`config.mk`:
```
export PLATFORM = sky130hd
export DESIGN_NAME = line_engine_mc_flat
export DESIGN_NICKNAME = d
export VERILOG_FILES = /design/src/rtl/line_engine_pkg.sv /design/src/rtl/line_engine_if.sv /design/src/rtl/line_engine_mc_cmd_fifo.sv /design/src/rtl/line_engine_mc.sv /design/src/flat_wrapper.sv
export SDC_FILE = /design/constraint.sdc
export NUM_CORES = 1
export LEC_CHECK = 0
export BUFFER_PORTS_ARGS = -buffer_cell sky130_fd_sc_hd__buf_2
export CORE_ASPECT_RATIO = 0.5
export CORE_MARGIN = 4
export CORE_UTILIZATION = 35
export DETAILED_ROUTE_END_ITERATION = 7
export GPL_TIMING_DRIVEN = 1
export HOLD_SLACK_MARGIN = 0.02
export PLACE_DENSITY = 0.57
export SLEW_MARGIN = 25
export SYNTH_ARGS = -nofsm -noshare
export SYNTH_HDL_FRONTEND = slang
export SYNTH_SLANG_ARGS = --single-unit
```
`constraint.sdc`:
```
create_clock -name clk -period 25.2 [get_ports clk]
set_input_delay 3.78 -clock clk [delete_from_list [all_inputs] [get_ports clk]]
set_output_delay 3.78 -clock clk [all_outputs]
set_load 0.005 [all_outputs]
```
`src/rtl/line_engine_pkg.sv`:
```
// Shared types and helpers for the queued Bresenham line engine.
package line_engine_pkg;

    typedef enum logic [2:0] {
        IDLE,
        SETUP,
        STEP,
        WRITE_1,
        WRITE_2
    } state_t;

    localparam int PIX_PER_BURST = 8;
    localparam int WORD_BYTES    = 16;

    // Byte mask for one 4-pixel word: pixel k owns nibble [15-4k -: 4], 0 = write.
    function automatic logic [WORD_BYTES-1:0] mask_word(input logic [3:0] hit4);
        logic [WORD_BYTES-1:0] m;
        m = '1;
        for (int k = 0; k < 4; k++)
            if (hit4[k]) m[15-4*k -: 4] = 4'h0;
        return m;
    endfunction

endpackage

```
`src/rtl/line_engine_if.sv`:
```
// Command queue and DDR address/write-data FIFO signals of the line engine.
interface line_engine_if
    import line_engine_pkg::*;
#(
    parameter int COORD_W = 10,
    parameter int CNT_W   = 16
);
    logic                    cmd_valid;
    logic                    cmd_ready;
    logic [2*COORD_W-1:0]    cmd_p0;
    logic [2*COORD_W-1:0]    cmd_p1;
    logic [23:0]             cmd_color;
    logic [30:0]             cmd_frame_base;
    logic                    af_full;
    logic                    wdf_full;
    logic [30:0]             af_addr_din;
    logic                    af_wr_en;
    logic [WORD_BYTES*8-1:0] wdf_din;
    logic [WORD_BYTES-1:0]   wdf_mask_din;
    logic                    wdf_wr_en;
    logic                    busy;
    logic [CNT_W-1:0]        lines_done;

    modport master (
        output cmd_valid, cmd_p0, cmd_p1, cmd_color, cmd_frame_base, af_full, wdf_full,
        input  cmd_ready, af_addr_din, af_wr_en, wdf_din, wdf_mask_din, wdf_wr_en, busy, lines_done
    );

    modport slave (
        input  cmd_valid, cmd_p0, cmd_p1, cmd_color, cmd_frame_base, af_full, wdf_full,
        output cmd_ready, af_addr_din, af_wr_en, wdf_din, wdf_mask_din, wdf_wr_en, busy, lines_done
    );
endinterface

```
`src/rtl/line_engine_mc_cmd_fifo.sv`:
```
// Synchronous command FIFO; combinational read of the head entry.
module cmd_fifo #(
    parameter int WIDTH = 8,
    parameter int DEPTH = 4
) (
    input  logic             clk,
    input  logic             rst_n,
    input  logic             wr_en,
    input  logic [WIDTH-1:0] din,
    output logic             full,
    input  logic             rd_en,
    output logic [WIDTH-1:0] dout,
    output logic             empty
);
    localparam int AW = $clog2(DEPTH);

    logic [WIDTH-1:0] mem [DEPTH];
    logic [AW-1:0]    wr_ptr, rd_ptr;
    logic [AW:0]      count;
    logic             push, pop;

    assign full  = (count == (AW+1)'(DEPTH));
    assign empty = (count == '0);
    assign push  = wr_en && !full;
    assign pop   = rd_en && !empty;
    assign dout  = mem[rd_ptr];

    // NOTE: storage is deliberately not reset; validity is tracked by count alone.
    always_ff @(posedge clk)
        if (push) mem[wr_ptr] <= din;

    // NOTE: sequential state uses non-blocking assignments only.
    always_ff @(posedge clk or negedge rst_n) begin
        if (!rst_n) begin
            wr_ptr <= '0;
            rd_ptr <= '0;
            count  <= '0;
        end else begin
            if (push) wr_ptr <= wr_ptr + AW'(1);
            if (pop)  rd_ptr <= rd_ptr + AW'(1);
            if (push && !pop)      count <= count + (AW+1)'(1);
            else if (pop && !push) count <= count - (AW+1)'(1);
        end
    end
endmodule

```
`src/rtl/line_engine_mc.sv`:
```
// Queued Bresenham line rasteriser emitting 2-word masked bursts per 8-pixel block.
module line_engine_mc
    import line_engine_pkg::*;
#(
    parameter int COORD_W   = 10,
    parameter int CMD_DEPTH = 4,
    parameter int CNT_W     = 16
) (
    input  logic         clk,
    input  logic         rst_n,
    line_engine_if.slave bus
);
    localparam int SW = COORD_W + 2;
    localparam int CW = 4*COORD_W + 24 + 31;
    typedef logic signed [SW-1:0] sc_t;

    state_t                  state, state_n;
    logic                    fifo_full, fifo_empty, pop;
    logic [CW-1:0]           fifo_dout;
    logic [COORD_W-1:0]      cx0, cy0, cx1, cy1;
    logic [30:0]             base;
    sc_t                     x, y, x_end, dx, dy, err;
    logic                    ystep_neg, steep, line_last;
    logic [PIX_PER_BURST-1:0] hit, hit_now;
    logic [30:0]             addr_q;
    logic [WORD_BYTES-1:0]   mask_q;
    logic [WORD_BYTES*8-1:0] din_q;
    logic [CNT_W-1:0]        done_q;
    logic                    af_en, wdf_en;

    cmd_fifo #(.WIDTH(CW), .DEPTH(CMD_DEPTH)) u_cmd_fifo (
        .clk   (clk),
        .rst_n (rst_n),
        .wr_en (bus.cmd_valid),
        .din   ({bus.cmd_p0, bus.cmd_p1, bus.cmd_color, bus.cmd_frame_base}),
        .full  (fifo_full),
        .rd_en (pop),
        .dout  (fifo_dout),
        .empty (fifo_empty)
    );

    // Setup: normalise so the line runs in +x with |slope| <= 1.
    sc_t sx0, sy0, sx1, sy1, adx, ady, ax0, ay0, ax1, ay1, bx0, by0, bx1, by1;
    logic st, swp;
    assign sx0 = $signed({2'b00, cx0});
    assign sy0 = $signed({2'b00, cy0});
    assign sx1 = $signed({2'b00, cx1});
    assign sy1 = $signed({2'b00, cy1});
    assign adx = (sx1 >= sx0) ? sx1 - sx0 : sx0 - sx1;
    assign ady = (sy1 >= sy0) ? sy1 - sy0 : sy0 - sy1;
    assign st  = ady > adx;
    assign ax0 = st ? sy0 : sx0;
    assign ay0 = st ? sx0 : sy0;
    assign ax1 = st ? sy1 : sx1;
    assign ay1 = st ? sx1 : sy1;
    assign swp = ax0 > ax1;
    assign bx0 = swp ? ax1 : ax0;
    assign by0 = swp ? ay1 : ay0;
    assign bx1 = swp ? ax0 : ax1;
    assign by1 = swp ? ay0 : ay1;

    logic [COORD_W-1:0] col, row, nrow;
    logic [COORD_W-4:0] nblk;
    sc_t                e1, nx, ny, ne;
    logic               last, flush;

    always_comb begin
        col     = steep ? y[COORD_W-1:0] : x[COORD_W-1:0];
        row     = steep ? x[COORD_W-1:0] : y[COORD_W-1:0];
        hit_now = hit | (PIX_PER_BURST'(1) << col[2:0]);
        e1      = err - dy;
        nx      = x + sc_t'(1);
        ny      = y;
        ne      = e1;
        if (e1 < 0) begin
            ny = ystep_neg ? y - sc_t'(1) : y + sc_t'(1);
            ne = e1 + dx;
        end
        nblk  = steep ? ny[COORD_W-1:3] : nx[COORD_W-1:3];
        nrow  = steep ? nx[COORD_W-1:0] : ny[COORD_W-1:0];
        last  = (x == x_end);
        flush = last || ({nrow, nblk} != {row, col[COORD_W-1:3]});
    end

    always_ff @(posedge clk or negedge rst_n)
        if (!rst_n) state <= IDLE;
        else        state <= state_n;

    // NOTE: every combinational output gets a default first so no latch is inferred.
    always_comb begin
        state_n = state;
        pop     = 1'b0;
        af_en   = 1'b0;
        wdf_en  = 1'b0;
        case (state)
            IDLE:    if (!fifo_empty) begin pop = 1'b1; state_n = SETUP; end
            SETUP:   state_n = STEP;
            STEP:    if (flush) state_n = WRITE_1;
            WRITE_1: begin
                af_en  = 1'b1;
                wdf_en = 1'b1;
                if (!bus.af_full && !bus.wdf_full) state_n = WRITE_2;
            end
            WRITE_2: begin
                wdf_en = 1'b1;
                if (!bus.wdf_full) state_n = line_last ? IDLE : STEP;
            end
            default: state_n = IDLE;
        endcase
    end

    always_ff @(posedge clk or negedge rst_n) begin
        if (!rst_n) begin
            {cx0, cy0, cx1, cy1} <= '0;
            base      <= '0;
            {x, y, x_end, dx, dy, err} <= '0;
            ystep_neg <= 1'b0;
            steep     <= 1'b0;
            line_last <= 1'b0;
            hit       <= '0;
            addr_q    <= '0;
            mask_q    <= '1;
            din_q     <= '0;
            done_q    <= '0;
        end else begin
            case (state)
                IDLE: if (!fifo_empty) begin
                    {cx0, cy0, cx1, cy1} <= fifo_dout[CW-1 -: 4*COORD_W];
                    base  <= fifo_dout[30:0];
                    din_q <= {4{8'h00, fifo_dout[54:31]}};
                end
                SETUP: begin
                    x         <= bx0;
                    y         <= by0;
                    x_end     <= bx1;
                    dx        <= bx1 - bx0;
                    dy        <= (by1 >= by0) ? by1 - by0 : by0 - by1;
                    err       <= (bx1 - bx0) >>> 1;
                    ystep_neg <= !(by1 > by0);
                    steep     <= st;
                    hit       <= '0;
                end
                STEP: begin
                    x   <= nx;
                    y   <= ny;
                    err <= ne;
                    hit <= hit_now;
                    if (flush) begin
                        addr_q    <= base + 31'({row, col[COORD_W-1:3], 2'b00});
                        mask_q    <= mask_word(hit_now[3:0]);
                        line_last <= last;
                    end
                end
                WRITE_1: if (!bus.af_full && !bus.wdf_full)
                    mask_q <= mask_word(hit[PIX_PER_BURST-1:4]);
                WRITE_2: if (!bus.wdf_full) begin
                    mask_q <= '1;
                    hit    <= '0;
                    if (line_last) done_q <= done_q + CNT_W'(1);
                end
                default: ;
            endcase
        end
    end

    assign bus.cmd_ready    = !fifo_full;
    assign bus.busy         = !fifo_empty || (state != IDLE);
    assign bus.af_wr_en     = af_en;
    assign bus.wdf_wr_en    = wdf_en;
    assign bus.af_addr_din  = addr_q;
    assign bus.wdf_mask_din = mask_q;
    assign bus.wdf_din      = din_q;
    assign bus.lines_done   = done_q;
endmodule
```
`src/flat_wrapper.sv`:
```
// flat-port wrapper written by rule: the top's interface ports become plain ports
module line_engine_mc_flat import line_engine_pkg::*;
#(
    parameter int COORD_W   = 10,
    parameter int CMD_DEPTH = 4,
    parameter int CNT_W     = 16
)
  (clk, rst_n, bus_cmd_valid, bus_cmd_p0, bus_cmd_p1, bus_cmd_color, bus_cmd_frame_base, bus_af_full, bus_wdf_full, bus_cmd_ready, bus_af_addr_din, bus_af_wr_en, bus_wdf_din, bus_wdf_mask_din, bus_wdf_wr_en, bus_busy, bus_lines_done);
  line_engine_if #(.COORD_W(COORD_W), .CNT_W(CNT_W)) bus_i ();
  input  logic clk;
  input  logic rst_n;
  input wire logic [$bits(bus_i.cmd_valid)-1:0] bus_cmd_valid;
  input wire logic [$bits(bus_i.cmd_p0)-1:0] bus_cmd_p0;
  input wire logic [$bits(bus_i.cmd_p1)-1:0] bus_cmd_p1;
  input wire logic [$bits(bus_i.cmd_color)-1:0] bus_cmd_color;
  input wire logic [$bits(bus_i.cmd_frame_base)-1:0] bus_cmd_frame_base;
  input wire logic [$bits(bus_i.af_full)-1:0] bus_af_full;
  input wire logic [$bits(bus_i.wdf_full)-1:0] bus_wdf_full;
  output wire logic [$bits(bus_i.cmd_ready)-1:0] bus_cmd_ready;
  output wire logic [$bits(bus_i.af_addr_din)-1:0] bus_af_addr_din;
  output wire logic [$bits(bus_i.af_wr_en)-1:0] bus_af_wr_en;
  output wire logic [$bits(bus_i.wdf_din)-1:0] bus_wdf_din;
  output wire logic [$bits(bus_i.wdf_mask_din)-1:0] bus_wdf_mask_din;
  output wire logic [$bits(bus_i.wdf_wr_en)-1:0] bus_wdf_wr_en;
  output wire logic [$bits(bus_i.busy)-1:0] bus_busy;
  output wire logic [$bits(bus_i.lines_done)-1:0] bus_lines_done;
  assign bus_i.cmd_valid = bus_cmd_valid;
  assign bus_i.cmd_p0 = bus_cmd_p0;
  assign bus_i.cmd_p1 = bus_cmd_p1;
  assign bus_i.cmd_color = bus_cmd_color;
  assign bus_i.cmd_frame_base = bus_cmd_frame_base;
  assign bus_i.af_full = bus_af_full;
  assign bus_i.wdf_full = bus_wdf_full;
  assign bus_cmd_ready = bus_i.cmd_ready;
  assign bus_af_addr_din = bus_i.af_addr_din;
  assign bus_af_wr_en = bus_i.af_wr_en;
  assign bus_wdf_din = bus_i.wdf_din;
  assign bus_wdf_mask_din = bus_i.wdf_mask_din;
  assign bus_wdf_wr_en = bus_i.wdf_wr_en;
  assign bus_busy = bus_i.busy;
  assign bus_lines_done = bus_i.lines_done;
  line_engine_mc #(.COORD_W(COORD_W), .CMD_DEPTH(CMD_DEPTH), .CNT_W(CNT_W)) u_core (.clk(clk), .rst_n(rst_n), .bus(bus_i));
endmodule
```
# == After elaboration in Yosys (flattened, before gate mapping) ==
# Memory sizes are Yosys's and may differ from the RTL's.
# Index checks and enable logic that the tools add are counted.
# W data, S select, Z words.
# op_classes
add_sub_neg,18
order_cmp,7
eq_ne,12
shift,1
n_mux,49
bitwise_logic,3
reduce_logical,29
# op_table
operator,n
$mux W12,10
$pmux W12 S2,3
$mux W10,7
$mux W16,3
$pmux W16 S3,1
$sub A12 B12 Y12,4
$sub A10 B10 Y11,4
$gt A12 B12 Y1,3
$mux W4,8
$add A31 B19 Y31,1
$add A12 B2 Y12 const B,2
$pmux W8 S3,1
$ge A10 B10 Y1,2
$mux W3,6
$ne A17 B17 Y1,1
$add A16 B1 Y16 const B,1
$pmux W3 S5,1
$add A12 B12 Y12,1
$eq A12 B12 Y1,1
$ge A12 B12 Y1,1
$lt A12 B1 Y1 const B,1
$sub A12 B2 Y12 const B,1
$reduce_bool A3 Y1,3
$mux W8,1
other kinds (23),52
# word_totals
regBits,323
ramBits,380
in_bits,100
out_inout_bits,195
wordCells,144
mem_count,1
# mem_list
name,words,width,read_ports,rd_clocked_by_memory_dff,write_ports,line_no,rtl
u_core.u_cmd_fifo.mem,4,95,1,0,1,line_engine_mc_cmd_fifo.sv:17,logic [WIDTH-1:0] mem [DEPTH];

# == Depth between registers and ports, before layout ==
# Gate-level depths: netlist of run 1.
# logic_depth
ltp_word,8
mapped_depth,57
depth_no_buf,51

# == By module ==
# Synthesis of run 1 repeated with hierarchy kept, for this count alone.
# unflattened
hier_cells,2577
area_unflattened_um2,31735.4
# by_module_without_submodules
mod,n_inst,cells_per_inst,area_each_um2
line_engine_mc,1,2043,17614.4
cmd_fifo,1,534,14121.0

# == Least setup slack after synthesis of run 1 ==
# No wires, ideal clock.
# synth_path
path_type,register -> register
from,register u_core.cy1[1]
to,register u_core.dy[11]
setup_ns,0.121
t_arrival_ns,10.811
setup_slack_ns,14.268
stages_incl_launch_ff,52
n_path_buf,6
synth_period_minus_slack_ns,10.932
cell_sequence,dfrtp_1 inv_1 ha_1 nor2b_1 o21a_1 o21a_1 o21ai_0 a21oi_1 o31ai_1 clkbuf_1 mux2_2 nor2_1 nand2_1 o21ai_0 o21ai_0 a221oi_1 ha_1 and3_1 (+16 left out) o21ai_0 a21oi_1 inv_1 fa_1 a21o_1 a21o_1 a21oi_1 o21bai_1 a21o_1 a211oi_2 mux2_2 o21ai_1 a31oi_1 o21ai_0 a221oi_1 o21ai_1 nand2_1 a22o_1
# synth_via
elab_chain_cells,8
# synth_lines
item,line_no,rtl
"start, declared",line_engine_mc.sv:20,"logic [COORD_W-1:0] cx0, cy0, cx1, cy1;"
"start signal, assigned",line_engine_mc.sv:128,"{cx0, cy0, cx1, cy1} <= fifo_dout[CW-1 -: 4*COORD_W];"
$sub A10 B10 Y11 / $ge A10 B10 Y1 (equally long branches),line_engine_mc.sv:50,assign ady = (sy1 >= sy0) ? sy1 - sy0 : sy0 - sy1;
$mux W12,line_engine_mc.sv:50,
$gt A12 B12 Y1,line_engine_mc.sv:51,assign st = ady > adx;
$mux W10 (on tied branches),"line_engine_mc.sv:52, line_engine_mc.sv:54",
$gt A12 B12 Y1,line_engine_mc.sv:56,assign swp = ax0 > ax1;
$mux W12 (on tied branches),"line_engine_mc.sv:58, line_engine_mc.sv:60",
$sub A12 B12 Y12 / $ge A12 B12 Y1 (equally long branches),line_engine_mc.sv:137,dy <= (by1 >= by0) ? by1 - by0 : by0 - by1;
$mux W12 *,line_engine_mc.sv:137,
"end signal, assigned",line_engine_mc.sv:137,
"end, declared",line_engine_mc.sv:22,"sc_t x, y, x_end, dx, dy, err;"
# Every way passes the cells marked *; elsewhere a longest branch is shown, timed or not.
# A chain may end at the register's enable or synchronous reset.

# == Worst setup path in the final report of run 1 ==
# layout_path
from,register u_core.cy1[1]
to,register u_core.dy[9]
# Same word-level chain as after synthesis.

==> impl_results.md, run 1 <==
* Hold Path End: u_core.bus.lines_done[15]
* HP Class: reg2reg
* Most frequent cells in the layout: 380 x edfxtp_1, 261 x buf_2, 244 x nand2_1, 229 x dfrtp_1, 173 x o21ai_0
* CP peak stage delay at approximately 0.67 ns
* Setup slack, reg-to-reg at about 12 ns
* Most frequent CP cell: o21ai_0
* Main synth FF type: edfxtp_1
* CTS clk-pin slew, worst paths at 0.06 ns
* Die width at 431 µm
* Resize count post-CTS at 0
* Cell variety after synth at 81
* Fmax at 78.7 MHz
* Clock Path Buffers at 3
* Worst Setup End Kind: flip-flop
* DR WL/cell at 20.3 µm
* Vias in the first global route at 19,500
* Nets@finish at 2,926
* Initial antenna violation count at 14
* Post-synth EDFFs at 380
* DRT antenna net count at 0
* Reg2reg start: u_core.cy1[1]
* Max-slew violation count at 0
* Crit path launch type: flip-flop
* Total iterations of the first detailed-routing run at 6
* Postcts setup bufs at 0
* Critical Path RT at 25.69 ns
* Worst setup path startpoint: u_core.cy1[1]
* Post-route minimum period at ~13 ns
* CTS Buf Count at around 60
* Status: completed
* Placed Cells at 3,806
* Worst-margin pin slew at 1.05 ns
* DR iter-0 viols at roughly 1,400
* Commonest non-fill, non-tap cell in the layout: edfxtp_1
* DRC viols at 0
* CORE AREA at 88,400 µm²
* Row count at 77
* Clk Latency, worst-skew pair at 0.64 ns
* IO Pins at 295
* Dpl hpwl at 55.4 mm
* All-Layer GR Usage at 16.6%
* R2R depth at 48
* RSZ-0062 raised after global routing: false
* Max Cap Viol at 0
* Synthesis Warnings at 0
* Hold_buf cts at 0
* CP Class: reg2reg
* Post-Syn Area per Cell at 12.4 µm²
* Sequential area share after synthesis at 55.3%
* CTS H-tree lvls at 2
* Vias/cell at about 5
* Finished Layout Cells at 3,921
* Slowest CP cell: o31ai_4
* Syn Std Cell Area at 31,300 µm²
* Largest net degree at the start of global routing at 86
* Hold Vio Cnt, Final at 0
* CTS Sinks at a little over 600
* Ys async rst share at a little under two fifths
* CTS tree: done
* First-pass GRT wire length at between 100 and 150 mm
* CP arrival at 13.21 ns
* Area delta synth->final at 12.4%
* Total routed wirelength at roughly 80 mm
* Worst R2R End: u_core.dy[9]
* Tcrit/Tclk final at 50.4%
* Count of final setup violators at 0
* Hold path startpoint: u_core.bus.lines_done[15]
* Crit-path max FO at between 60 and 70
* Fin util at slightly below 40%
* Number of port buffers at 262
* Initial Util at about 35%
* Setup TNS at 0 ns
* Die Height at between 200 and 250 µm
* Setup ws final at roughly 12 ns
* Place WS at 12.65 ns
* Slew headroom at 29.9%
* GR Overflow Total at 0
* Hold Path Stages at 1
* Clock Skew at 0.0176 ns
* Via count at ~20,000
* Final GP Congestion at 0.896
* Share of cells above drive strength 1 at 22.2%
* Die area at 94,500 µm²
* #FFs+latches synth at ~600
* Clock root cell: clkbuf_16
* Gate count of the mapped netlist at between 2,000 and 3,000
cell families after synthesis:
kind of cell / after synthesis / synth area share [%]
flip-flops: 615 / 55.3
AND/OR/NAND/NOR: 568 / 8.14
AO/OA/AOI/OAI: 511 / 10.1
buffers and inverters: 349 / 5.70
multiplexers: 228 / 11.5
adder cells (fa/ha/maj): 143 / 5.98
XOR/XNOR: 114 / 3.19
other: 1 / 0.0120
registers in the layout, indices dropped and copies added, names as in the netlist, 3 cells and up:
name / count
u_core.bus.wdf_din: 24
u_core.hit: 8
u_core.u_cmd_fifo.count: 3
u_core.dy: 12
u_core.y: 10
u_core.state: 3
u_core.cy0: 10
u_core.bus.lines_done: 16
u_core.base: 31
u_core.x: 12
u_core.u_cmd_fifo.mem: 380
u_core.cx0: 10
u_core.cx1: 10
u_core.x_end: 10
u_core.err: 12
u_core.dx: 12
u_core.cy1: 10
u_core.bus.af_addr_din: 31
u_core.bus.wdf_mask_din: 4
critical path, delay by kind of cell (launching register included):
kind	cells	cell delay, ns
AOI/OAI and AO/OA	24	4.89
and+or+nand+nor	10	2.18
adders and majority gates	4	1.66
buffers and inverters	5	1.59
muxes	4	1.55
DFF	1	0.46
xor gates and xnor gates	1	0.17
how the worst max path moves through the flow:
stage	to	slack, ns	cells after the start
floorplan	u_core.dy[11]	14.27	51
detailed placement	u_core.dy[9]	12.65	48
finish	u_core.dy[9]	12.49	48
global placement	u_core.dy[11]	12.48	48
global route	u_core.dy[9]	11.30	48
CTS	u_core.dy[9]	12.57	48
cells in the mapped netlist (all sizes together), types with 8 or more instances:
library cell	number	area share (%)
ha	132	5.3
a31oi	16	0.37
a211oi	12	0.30
clkbuf	76	0.91
o21bai	16	0.38
o21a	13	0.32
mux4	95	6.8
mux2i	39	1.3
nor2b	21	0.42
nand3	44	0.70
a21o	30	0.72
a22oi	13	0.31
nand2b	11	0.22
nand4	15	0.30
a221oi	9	0.33
xnor2	70	2.0
dfrtp	231	18
o21ai	183	2.9
and3	18	0.36
or3	8	0.18
fa	11	0.70
inv	123	1.5
xor2	44	1.2
o211ai	20	0.48
buf	150	3.3
a21oi	128	2.1
edfxtp	380	36
and2	15	0.30
nor2	140	1.7
nor3	26	0.42
o31ai	12	0.29
mux2	94	3.4
nand2	246	3.0
o22ai	11	0.22
routing by layer:
layer	vias to the layer above	global-route usage, %	share of wire, %
li1	9421	-	-
met1	9830	23.0	45
met2	502	26.7	46
met3	140	2.84	5.2
met4	8	5.47	3.2
met5	-	0	0.069
layout make-up:
class | instances | area [µm²]
multi-input combinational | 1596 | 12400
inverter | 123 | 462
sequential | 615 | 17300
clock buffer | 81 | 1630
antenna | 3 | 7.51
fill | 8399 | 53300
timing repair buffer | 288 | 1560
clock inverter | 30 | 339
tap | 1185 | 1480
stage by stage:
| stage | area, µm² | hold WS (ns) |
|---|---|---|
| 6_report | 35200 | 0.467 |
| 3_5_place_dp | 33200 | 0.456 |
| 5_1_grt | 35200 | 0.486 |
| 4_1_cts | 35100 | 0.469 |
| 2_1_floorplan | 31400 | 0.450 |
| 3_3_place_gp | 33100 | 0.452 |
Power of run 1 is left out: the tool's default activity adds up to more than one toggle a clock period on the data nets, which glitch-free logic cannot reach.
==> inputs of run 2 (changes only) <==
- clock period: 25.2 -> 12.5 ns (I/O delays scaled with it)
==> run 2 against run 1 <==
Effect of this change:
- sequential share of layout area down 0.14 points
- first-iteration DRC count up 8.4%
- final area up 0.30%
- die area unchanged
- count of clock-buffer cells in the layout unchanged
- non-clock buffer count up 8
- register-to-register slack worse by 12 ns
- clock skew up 0.0050 ns
- global-route usage up 0.32 points
- critical path depth up 1
- worst hold slack better by 0.0051 ns
- routed wire length up 2.4%
- critical path type unchanged
- critical endpoint unchanged
==> impl_results.md, run 2 (synthesized netlist as in run 1, its figures left out) <==
* DRT antenna net count at 0 (unchanged)
* Setup slack, reg-to-reg at 0.78 ns (-11.71 ns)
* Worst-margin pin slew at 0.957 ns (-0.0945 ns)
* Crit path launch type: flip-flop
* Fin util at 39.9% (+0.12 points)
* R2R depth at 49 (+2.1%)
* Vias in the first global route at 19,900 (+1.9%)
* CP top delay family: compound AO/OA/AOI/OAI gates
* CTS H-tree lvls at 2 (unchanged)
* Tcrit/Tclk final at 93.8% (+43 points)
* Total routed wirelength at 81.4 mm (+2.4%)
* Total iterations of the first detailed-routing run at 5 (-1)
* Most frequent cells in the layout: 380 x edfxtp_1, 261 x buf_2, 244 x nand2_1, 228 x dfrtp_1, 174 x o21ai_0
* Dpl hpwl at 56.9 mm (+2.7%)
* Critical Path RT at 12.97 ns (-12.72 ns)
* Via count at 20,200 (+1.6%)
* Finished Layout Cells at 3,925 (+0.10%)
* Clock Skew at 0.0226 ns (+0.00500 ns)
* Ant diodes at 0 (-3)
* Max-slew violation count at 0 (unchanged)
* Worst R2R End: u_core.dy[9]
* Vias/cell at 5.15 (+1.5%)
* Final GP Congestion at 0.928 (+3.6%)
* CORE AREA at 88,400 µm² (unchanged)
* DRC viols at 0 (unchanged)
* Hold_buf cts at 0 (unchanged)
* First-pass GRT wire length at 124 mm (+2.4%)
* Largest net degree at the start of global routing at 139 (+62%)
* Met2 Resource Use GR at 27.3% (+0.66 points)
* Die width at 431 µm (unchanged)
* RSZ-0062 raised after global routing: false
* Share of cells above drive strength 1 at 22.4% (+0.20 points)
* Met1 capacity usage during global routing at 23.8% (+0.84 points)
* All-Layer GR Usage at 16.9% (+0.32 points)
* CTS Buf Count at 58 (-1.7%)
* Reg2reg start: u_core.cy1[1]
* Clk Latency, worst-skew pair at 0.64 ns (about the same)
* Hold Path End: u_core.bus.lines_done[15]
* Hold Path Stages at 1 (unchanged)
* DR iter-0 viols at 1,545 (+8.4%)
* CP Class: reg2reg
* Number of flip-flops under the largest register name at 380 (unchanged)
* Gr busiest metal: met2
* Count of final setup violators at 0 (unchanged)
* CP bufs+invs at 5 (unchanged)
* CTS tree: done
* Slew headroom at 36.2% (+6.3 points)
* Setup ws final at 0.780 ns (-11.71 ns)
* Clock Path Buffers at 3 (unchanged)
* Most frequent CP cell: o21ai_0
* CP peak stage delay at 0.49 ns (-0.18 ns)
* Worst Setup End Kind: flip-flop
* Most flops, register: u_core.u_cmd_fifo.mem
* CTS Sinks at 615 (unchanged)
* Hold Vio Cnt, Final at 0 (unchanged)
* Area delta synth->final at 12.8%
* Nets@finish at 2,935 (+0.31%)
* Initial antenna violation count at 10 (-4)
* Commonest non-fill, non-tap cell in the layout: edfxtp_1
* Die Height at 219 µm (unchanged)
* Met3 global-route usage at 3.19% (+0.35 points)
* HP Class: reg2reg
* Place WS at 0.462 ns (-12.19 ns)
* Post-route minimum period at 11.72 ns (-0.992 ns)
* Status: completed
* Number of port buffers at 262 (unchanged)
* Setup TNS at 0 ns (unchanged)
* Hold path startpoint: u_core.bus.lines_done[15]
* GR Overflow Total at 0 (unchanged)
* IO Pins at 295 (unchanged)
* Clock root cell: clkbuf_16
* DR WL/cell at 20.8 µm (+2.3%)
* Die area at 94,500 µm² (unchanged)
* Slowest CP cell: dfrtp_2
* Placed Cells at 3,810 (+0.11%)
* Initial Util at 35.4% (unchanged)
* Fmax at 85.3 MHz (+8.5%)
* CP arrival at 12.19 ns (-1.02 ns)
* Max Cap Viol at 0 (unchanged)
* Row count at 77 (unchanged)
* CTS clk-pin slew, worst paths at 0.07 ns (about the same)
* Crit-path max FO at 23 (-67%)
[run 2: cell types whose count changed in the layout (fill, tap and decap cells not counted), sizes merged, moves of 2 or more]
cell      previous run  this run
diode                3         0
clkinvlp             1         3
bufinv               5         8
buf                288       296
inv                127       124
clkinv              20        15
[run 2: final cells by class]
cell class / count / area (µm²)
clock inverters: 27 / 378
well taps: 1185 / 1480
clock buffers: 81 / 1600
inverters: 123 / 462
flip-flops and latches: 615 / 17300
fillers: 8392 / 53200
multi-input cells: 1598 / 12400
repair buffers: 296 / 1630
[run 2: stage by stage]
stage | hold WS (ns) | cell area (µm²)
final | 0.472 | 35300
after global routing | 0.502 | 35300
after CTS | 0.476 | 35200
after detailed placement | 0.463 | 33200
after global placement | 0.456 | 33200
after floorplan | 0.450 | 31400
[run 2: worst max path at each step]
stage / startpoint / to / cells after the start
global route: u_core.cy1[1] / u_core.dy[9] / 51
floorplan: u_core.cy1[1] / u_core.dy[11] / 51
finish: u_core.cy1[1] / u_core.dy[9] / 49
detailed placement: u_core.cy1[1] / u_core.dy[9] / 49
global placement: u_core.cy1[1] / u_core.dy[9] / 50
CTS: u_core.cy1[1] / u_core.dy[9] / 49
[run 2: worst reg2reg max path, delay by kind of cell (launching register included)]
kind	cells	cell delay (ns)
fa+ha+maj	4	1.44
compound gates	30	6.23
flops	1	0.49
simple gates	5	0.67
mux	4	1.44
xor+xnor	1	0.16
buf+inv	5	1.14
[run 2: repair_timing]
item | 4_1_cts | 5_1_grt
resized for setup | 0 | 6
endpoints found under the setup margin | 0 | 4
setup buffers | 0 | 4
[run 2: metal layers]
metal	share of wire, %	routed length, µm
met1	46	37100
met2	47	38200
met3	5.4	4410
met4	2.1	1700
met5	0.037	30
Power of run 2 is left out for the same reason.
==> inputs of run 3 (changes only) <==
- CORE_ASPECT_RATIO: 0.5 -> not set
==> run 3 against run 2 <==
Effect of this change:
- maximum frequency up 0.14%
- first-iteration DRC count shrank 22%
- largest cell class unchanged
- critical endpoint is now u_core.dy[11]
- critical path type unchanged
- register-to-register slack better by 0.02 ns
- flip-flop and latch count did not move
- highest routed layer unchanged
- utilization increased by 0.34 points
- clock skew grew 0.0023 ns
- worst setup slack better by 0.017 ns
- die area down 0.31%
- final cell count about the same
- worst hold slack lost 0.0094 ns
==> impl_results.md, run 3 (synthesized netlist as in run 1, its figures left out) <==
* Status: completed
* Slew headroom at 35.7% (-0.44 points)
* Worst setup path startpoint: u_core.cx1[1]
* Critical Path RT at 12.99 ns (+0.02 ns)
* Metal3 WL at 4.36 mm (-1.0%)
* Max-slew violation count at 0 (unchanged)
* Number of port buffers at 262 (unchanged)
* Number of flip-flops under the largest register name at 380 (unchanged)
* Place WS at 0.568 ns (+0.107 ns)
* GR Overflow Total at 0 (unchanged)
* Share of cells above drive strength 1 at 23.1% (+0.71 points)
* CTS Buf Count at 67 (+16%)
* DR iter-0 viols at 1,207 (-22%)
* Setup TNS at 0 ns (unchanged)
* CTS tree: done
* Max Cap Viol at 0 (unchanged)
* HP Class: reg2reg
* Row count at 109 (+42%)
* Clock Skew at 0.0248 ns (+0.00227 ns)
* DP Area at 33,100 µm² (-0.12%)
* First-pass GRT wire length at 127 mm (+2.7%)
* IO Pins at 295 (unchanged)
* CORE AREA at 88,500 µm² (about the same)
* RSZ-0062 raised after global routing: false
* Die area at 94,200 µm² (-0.31%)
* Crit path launch type: flip-flop
* Slowest CP cell: a21oi_1
* Via count at 20,300 (+0.63%)
* Total routed wirelength at 82.8 mm (+1.7%)
* Initial antenna violation count at 12 (+2)
* Area delta synth->final at 13.8%
* Largest net degree at the start of global routing at 104 (-25%)
* Post-route minimum period at 11.70 ns (-0.0167 ns)
* Met2 routed WL at 40.2 mm (+5.4%)
* Die Height at 307 µm (+40%)
* DRC viols at 0 (unchanged)
* CP bufs+invs at 4 (-1)
* Count of final setup violators at 0 (unchanged)
* Met1 WL at 36.1 mm (-2.6%)
* Clock Path Buffers at 3 (unchanged)
* CP arrival at 12.19 ns (about the same)
* Worst R2R End: u_core.dy[11]
* Reg2reg start: u_core.cx1[1]
* Crit path to: u_core.dy[11]
* Hold Vio Cnt, Final at 0 (unchanged)
* CTS H-tree lvls at 3 (+1)
* Setup slack, reg-to-reg at 0.80 ns (+0.02 ns)
* Die width at 307 µm (-29%)
* CP peak stage delay at 0.49 ns (about the same)
* Most frequent cells in the layout: 380 x edfxtp_1, 261 x buf_2, 244 x nand2_1, 229 x dfrtp_1, 172 x o21ai_0
* Final GP Congestion at 0.946 (+1.9%)
* Setup ws final at 0.797 ns (+0.0167 ns)
* CTS clk-pin slew, worst paths at 0.06 ns (about the same)
* Worst Setup End Kind: flip-flop
* CTS Sinks at 615 (unchanged)
* DR WL/cell at 21.1 µm (+1.8%)
* Vias/cell at 5.19 (+0.68%)
* All-Layer GR Usage at 17.4% (+0.43 points)
* Commonest non-fill, non-tap cell in the layout: edfxtp_1
* Crit-path max FO at 37 (+61%)
* Top Metal Used: met5
* Clk Latency, worst-skew pair at 0.61 ns (-0.03 ns)
* CP top delay family: compound AO/OA/AOI/OAI gates
* DRT antenna net count at 0 (unchanged)
* CP Depth at 47 (-4.1%)
* Finished Layout Cells at 3,923 (-0.051%)
* Design area at 35,600 µm² (+0.93%)
* Worst-margin pin slew at 0.964 ns (+0.00656 ns)
* CP Class: reg2reg
* Placed Cells at 3,791 (-0.50%)
* Total iterations of the first detailed-routing run at 5 (unchanged)
* Tcrit/Tclk final at 93.6% (-0.13 points)
* Clock root cell: clkbuf_16
* Vias in the first global route at 20,700 (+4.2%)
* Dpl hpwl at 58.5 mm (+2.8%)
* Nets@finish at 2,946 (+0.37%)
* Initial Util at 35.3% (about the same)
* Fmax at 85.4 MHz (+0.14%)
* Most flops, register: u_core.u_cmd_fifo.mem
* R2R depth at 47 (-4.1%)
[run 3: changes by cell type in the layout (fill, tap and decap cells not counted), sizes merged]
cell	delta
clkbuf	+6
clkinv	+6
buf	+3
diode	+3
bufinv	+1
clkinvlp	-1
inv	+1
mux2	-1
[run 3: what timing repair did]
item,in CTS,in global routing
buffers inserted,0,6
setup endpoints to repair,0,6
hold buffers,0,0
gates resized for setup,0,9
[run 3: area by class of cell]
cell class                 instances  area, µm²
clock inverter                    34        477
fill                            8285      52900
sequential                       615      17300
antenna                            3       7.51
timing repair buffer             299       1620
tap                             1165       1460
multi-input combinational       1597      12400
inverter                         123        462
clock buffer                      87       1830
[run 3: worst min path at each step]
stage	depth (start not counted)	endpoint	slack [ns]	start
final	1	u_core.bus.lines_done[15]	0.46	u_core.bus.lines_done[15]
after global routing	2	u_core.bus.af_addr_din[11]	0.50	u_core.bus.af_addr_din[11]
after CTS	1	u_core.bus.lines_done[15]	0.47	u_core.bus.lines_done[15]
after detailed placement	1	u_core.bus.lines_done[15]	0.46	u_core.bus.lines_done[15]
after global placement	1	u_core.bus.lines_done[15]	0.45	u_core.bus.lines_done[15]
after floorplan	2	u_core.dy[1]	0.45	u_core.dy[1]
[run 3: through the flow]
stage / hold WS (ns) / utilization (%)
after global placement: 0.453 / 37.4
after floorplan: 0.450 / -
after CTS: 0.467 / 40.1
after global routing: 0.501 / 40.2
after detailed placement: 0.458 / 37.4
final: 0.463 / 40.2
[run 3: metal layers]
layer  GRT usage, %  vias to the layer above
met5              0                        -
met4           4.81                       10
met3           3.31                      121
met2           29.3                      516
met1           23.0                    10200
li1               -                     9452
Power of run 3 is left out for the same reason.
